--- src/rtl/ram_arb_pkg.sv ---
// Shared types and constants for the two-master RAM arbiter.
// Master ids and the RAM read latency the return path is built around.
package ram_arb_pkg;

    typedef logic master_id_t;

    localparam master_id_t M0 = 1'b0;
    localparam master_id_t M1 = 1'b1;

    // Cycles from RAM sampling a read to data_out being valid.
    localparam int RAM_RD_LAT = 1;

endpackage

--- src/rtl/ram_arbiter_rr_arb2.sv ---
// Two-way round-robin grant logic with single-owner lock.
// Purely combinational; the owning block holds last_gnt and lock state.
module rr_arb2
    import ram_arb_pkg::*;
(
    input  logic [1:0] req,
    input  master_id_t last_gnt,
    input  logic       lock,
    input  master_id_t lock_id,
    output logic [1:0] gnt
);

    // A locked owner is the only candidate; otherwise a tie goes away from last_gnt.
    always_comb begin
        gnt = 2'b00;
        if (lock) begin
            gnt[lock_id] = req[lock_id];
        end else if (req == 2'b11) begin
            gnt[~last_gnt] = 1'b1;
        end else begin
            gnt = req;
        end
    end

endmodule

--- src/rtl/ram_arbiter.sv ---
// Two-master arbiter in front of a single-port synchronous RAM.
// Round-robin with an optional one-cycle lock; read data steered back by id.
module ram_arbiter
    import ram_arb_pkg::*;
#(
    parameter int A = 10,
    parameter int D = 8
) (
    input  logic         clk,
    input  logic         reset,
    input  logic         m0_req,
    input  logic         m0_write,
    input  logic         m0_lock,
    input  logic [A-1:0] m0_addr,
    input  logic [D-1:0] m0_wdata,
    input  logic         m1_req,
    input  logic         m1_write,
    input  logic         m1_lock,
    input  logic [A-1:0] m1_addr,
    input  logic [D-1:0] m1_wdata,
    output logic         m0_gnt,
    output logic         m1_gnt,
    output logic         m0_rvalid,
    output logic         m1_rvalid,
    output logic [D-1:0] m0_rdata,
    output logic [D-1:0] m1_rdata,
    output logic         ram_cs,
    output logic         ram_write,
    output logic [A-1:0] ram_addr,
    output logic [D-1:0] ram_wdata,
    input  logic [D-1:0] ram_rdata
);

    master_id_t last_gnt;
    logic       owner_lock;
    master_id_t lock_id;

    // Read-return pipeline, one stage per cycle of RAM latency.
    logic       [RAM_RD_LAT-1:0] rd_pend;
    master_id_t [RAM_RD_LAT-1:0] rd_id;

    logic [1:0]   req;
    logic [1:0]   gnt_arb;
    logic [1:0]   gnt;
    logic         any_gnt;
    master_id_t   win_id;
    logic         win_write;
    logic         win_lock;
    logic [A-1:0] win_addr;
    logic [D-1:0] win_wdata;

    assign req = {m1_req, m0_req};

    rr_arb2 u_arb (
        .req      (req),
        .last_gnt (last_gnt),
        .lock     (owner_lock),
        .lock_id  (lock_id),
        .gnt      (gnt_arb)
    );

    // Nothing is accepted while reset is held.
    assign gnt     = reset ? 2'b00 : gnt_arb;
    assign any_gnt = |gnt;
    assign m0_gnt  = gnt[0];
    assign m1_gnt  = gnt[1];

    // Route the winner's request onto the RAM port; idle port is all zero.
    always_comb begin
        win_id    = M0;
        win_write = 1'b0;
        win_lock  = 1'b0;
        win_addr  = '0;
        win_wdata = '0;
        unique case (1'b1)
            gnt[0]: begin
                win_id    = M0;
                win_write = m0_write;
                win_lock  = m0_lock;
                win_addr  = m0_addr;
                win_wdata = m0_wdata;
            end
            gnt[1]: begin
                win_id    = M1;
                win_write = m1_write;
                win_lock  = m1_lock;
                win_addr  = m1_addr;
                win_wdata = m1_wdata;
            end
            default: ;
        endcase
    end

    assign ram_cs    = any_gnt;
    assign ram_write = win_write;
    assign ram_addr  = win_addr;
    assign ram_wdata = win_wdata;

    // Fairness and lock state; an idle owner drops the lock after one cycle.
    always_ff @(posedge clk or posedge reset) begin
        if (reset) begin
            last_gnt   <= M1;
            owner_lock <= 1'b0;
            lock_id    <= M0;
        end else if (any_gnt) begin
            last_gnt   <= win_id;
            owner_lock <= win_lock;
            lock_id    <= win_id;
        end else if (owner_lock && !req[lock_id]) begin
            owner_lock <= 1'b0;
        end
    end

    // Track granted reads so the RAM output can be tagged with its master.
    always_ff @(posedge clk or posedge reset) begin
        if (reset) begin
            rd_pend <= '0;
            rd_id   <= '0;
        end else begin
            rd_pend[0] <= any_gnt && !win_write;
            rd_id[0]   <= win_id;
            for (int i = 1; i < RAM_RD_LAT; i++) begin
                rd_pend[i] <= rd_pend[i-1];
                rd_id[i]   <= rd_id[i-1];
            end
        end
    end

    assign m0_rvalid = rd_pend[RAM_RD_LAT-1] && (rd_id[RAM_RD_LAT-1] == M0);
    assign m1_rvalid = rd_pend[RAM_RD_LAT-1] && (rd_id[RAM_RD_LAT-1] == M1);

    // RAM output passes straight through, held at zero for the non-owner.
    assign m0_rdata = m0_rvalid ? ram_rdata : '0;
    assign m1_rdata = m1_rvalid ? ram_rdata : '0;

endmodule

--- config.mk ---
export PLATFORM = sky130hd
export DESIGN_NAME = ram_arbiter
export DESIGN_NICKNAME = d
export VERILOG_FILES = /design/src/rtl/ram_arb_pkg.sv /design/src/rtl/ram_arbiter_rr_arb2.sv /design/src/rtl/ram_arbiter.sv
export SDC_FILE = /design/constraint.sdc
export NUM_CORES = 1
export LEC_CHECK = 0
export BUFFER_PORTS_ARGS = -buffer_cell sky130_fd_sc_hd__buf_2
export CAP_MARGIN = 0
export CORE_ASPECT_RATIO = 0.75
export CORE_MARGIN = 2
export CORE_UTILIZATION = 30
export CTS_BUF_LIST = sky130_fd_sc_hd__clkbuf_16
export DETAILED_ROUTE_END_ITERATION = 8
export PLACE_DENSITY = 0.85
export SYNTH_ARGS = -nofsm -noshare
export SYNTH_HDL_FRONTEND = slang
export SYNTH_HIERARCHICAL = 1
export SYNTH_SLANG_ARGS = --single-unit
export TNS_END_PERCENT = 100
--- constraint.sdc ---
create_clock -name clk -period 3.9 [get_ports clk]
set_input_delay 0.39 -clock clk [delete_from_list [all_inputs] [get_ports clk]]
set_output_delay 0.39 -clock clk [all_outputs]
set_load 0.005 [all_outputs]
==> results.sh <==
export IMPL_synth_yosys_seq_area_share=0.225
export IMPL_fin_skew_ps=2.26
export IMPL_numPortBuffers=91
export IMPL_dr_pass1_iters=4
export IMPL_ys_async_sr_fraction=1.00
export IMPL_dieArea_um2=2240
export IMPL_met2WireLength_um=1120
export IMPL_path_max_fanout=22
export IMPL_power_density_nw_per_um2=386
export IMPL_grt_overflow_total=0
export IMPL_maxSlewViolCount=0
export IMPL_synth_seq_cells=5
export IMPL_cts_resized=0
export IMPL_vias=861
export IMPL_startpoint_type="register"
export IMPL_ir_worst_vdd_mv=0.216
export IMPL_cts_tree="built"
export IMPL_drt_iter0_markers=10
export IMPL_power_leakage_nw=0.733
export IMPL_relSlewSlack=0.722
export IMPL_crit_required_ps=3510
export IMPL_htreeDepth=1
export IMPL_wirelength_um=2190
export IMPL_synth_ff_type="dfrtp_1"
export IMPL_min_path_type="input pin to async pin"
export IMPL_routed_wl_met3_um=282
export IMPL_status="complete, no violations"
export IMPL_drive_gt1_frac=0.639
export IMPL_n_antenna_cell=0
export IMPL_initial_core_util=0.323
export IMPL_postRouteAntennaNets=0
export IMPL_worstMarginPinSlew_ps=416
export IMPL_synthTopCellsByCount="a22o_1, and2_1, and3_1"
export IMPL_fin_setup_tns_ps=0
export IMPL_highest_layer="met4"
export IMPL_setup_viol=0
export IMPL_yosysWarningCount=6
export IMPL_viasPerCell=4.86
export IMPL_synth_area_per_cell_um2=8.64
export IMPL_cts_buffers=3
export IMPL_dieWidth_um=54.0
export IMPL_synth_top_area_share=0.296
export IMPL_final_core_utilization=0.630
export IMPL_netlist_area_um2=562
export IMPL_grt_antenna_before_repair=0
export IMPL_drc=0
export IMPL_area_growth_pct=95.1
export IMPL_dpl_hpwl_um=1810
export IMPL_grt_pass1_vias=722
export IMPL_cts_max_path_buffers=2
export IMPL_synth_area_leaders="a22o_1, dfrtp_1, and2_1"
export IMPL_core_um2=1740
export IMPL_drt_met1_wl_um=766
export IMPL_fillers=159
export IMPL_fin_crit_sh=0.591
export IMPL_clkSlewWorstSetupHoldPaths_ps=30
export IMPL_finalHoldViolations=0
export IMPL_grt_max_degree=27
export IMPL_worst_ep_arrival_time_ps=1920
export IMPL_die_h_um=41.5
export IMPL_num_rows=13
export IMPL_synth_most_common_cell="a22o_1"
export IMPL_synth_enable_flop_cells=0
export IMPL_clkLatencyLatePin_ps=220
export IMPL_synth_cells=65
export IMPL_synth_top_cell_by_area="a22o_1"
export IMPL_place_gp_congestion=0.760
export IMPL_root_buffer="clkbuf_16"
export IMPL_clock_fmax_mhz=434
export IMPL_grt_pass1_wl_um=2950
export IMPL_io_pins=92
export IMPL_cp_end_kind="output pin"
export IMPL_cts_hold_buf=0
export IMPL_routedWlPerCell_um=12.4
export IMPL_rsz0062_at_grt="no"
export IMPL_min_period_ps=2310
export IMPL_drv_cap=0
export IMPL_postCtsSetupRepairBufs=0
export IMPL_criticalPathCategory="register to output pin"
export IMPL_postSynthNetCount=117
export IMPL_track_usage=0.177
export IMPL_synth_cell_types=21
export IMPL_clkSinkCount=5
export IMPL_nets=208
[cells by family (layout without fill, tap and decap cells)]
| group | after synthesis | count (layout) | share of synthesized area |
|---|---|---|---|
| flip-flops | 5 | 5 | 0.225 |
| AND/OR/NAND/NOR | 26 | 26 | 0.301 |
| multiplexers | 1 | 1 | 0.0178 |
| buffers and inverters | 9 | 99 | 0.0824 |
| AO/OA/AOI/OAI | 24 | 24 | 0.374 |
[worst max-delay path, stage by stage, from the launching register on]
cell and delay, ps:
dfstp_2 530, nor2_1 50, a221oi_1 350, nand2b_2 150, inv_2 300, a22o_1 200
buf_2 110
[layout make-up]
class,instances,area (um^2),share of cell area
clock buffer,3,75.1,0.0685
clock inverter,1,3.75,0.00342
inverter,3,11.3,0.0103
multi-input combinational,51,389,0.355
sequential,5,126,0.115
tap,22,27.5,0.0251
timing repair buffer,92,463,0.422
[registers in the layout (all words and copies together), names as in the netlist]
register / cells
lock_id: 1
rd_pend: 1
owner_lock: 1
last_gnt: 1
rd_id: 1
[layer usage]
layer / up-vias / GRT usage
met2: 59 / 0.366
met3: 2 / 0.0396
li1: 424 / -
met4: 0 / 0.0600
met5: - / 0
met1: 376 / 0.155
[final timing paths]
| kind | startpoint | end | slack [ps] | cells past startpoint |
|---|---|---|---|---|
| worst max-delay path | last_gnt$_DFFE_PP1P_ | ram_write | 1590 | 6 |
| min in group clk | m0_lock | owner_lock$_DFFE_PP0P_ | 410 | 2 |
| worst max register to register | last_gnt$_DFFE_PP1P_ | owner_lock$_DFFE_PP0P_ | 2040 | 6 |
| max in group asynchronous | reset | last_gnt$_DFFE_PP1P_ | 3580 | 2 |
| worst min-delay path | reset | rd_id$_DFF_PP0_ | 80 | 2 |
| worst min register to register | last_gnt$_DFFE_PP1P_ | last_gnt$_DFFE_PP1P_ | 520 | 1 |
[cell usage in the layout, fill, tap and decap left out, drive strengths merged]
cell / netlist / routed
buf: 5 / 92
a22o: 19 / 19
and2: 9 / 9
and3: 8 / 8
dfrtp: 4 / 4
inv: 3 / 4
nor2b: 3 / 3
clkbuf: 1 / 3
nand2b: 3 / 3
a21o: 2 / 2
mux2i: 1 / 1
nor4b: 1 / 1
a221o: 1 / 1
dfstp: 1 / 1
nor2: 1 / 1
a221oi: 1 / 1
nand2: 1 / 1
o211a: 1 / 1
[where the power goes]
part	switching, mW	total, mW	internal [mW]
Sequential	0.0181	0.0873	0.0692
Combinational	0.0754	0.172	0.0971
Clock	0.0313	0.164	0.133
Total	0.125	0.424	0.299
[metrics by stage]
step | total power, mW | cell area (um^2) | hold WS (ps) | std cells | setup slack [ps]
after floorplan | 0.181 | 562 | 168 | 65 | 2100
after global placement | 0.252 | 1020 | 301 | 173 | 1970
after detailed placement | 0.261 | 1020 | 316 | 173 | 1840
after CTS | 0.428 | 1100 | 88.5 | 177 | 1600
after global routing | 0.450 | 1100 | 107 | 177 | 1490
final | 0.424 | 1100 | 83.6 | 177 | 1590
Note: power is estimated with default switching activity, not from simulation.
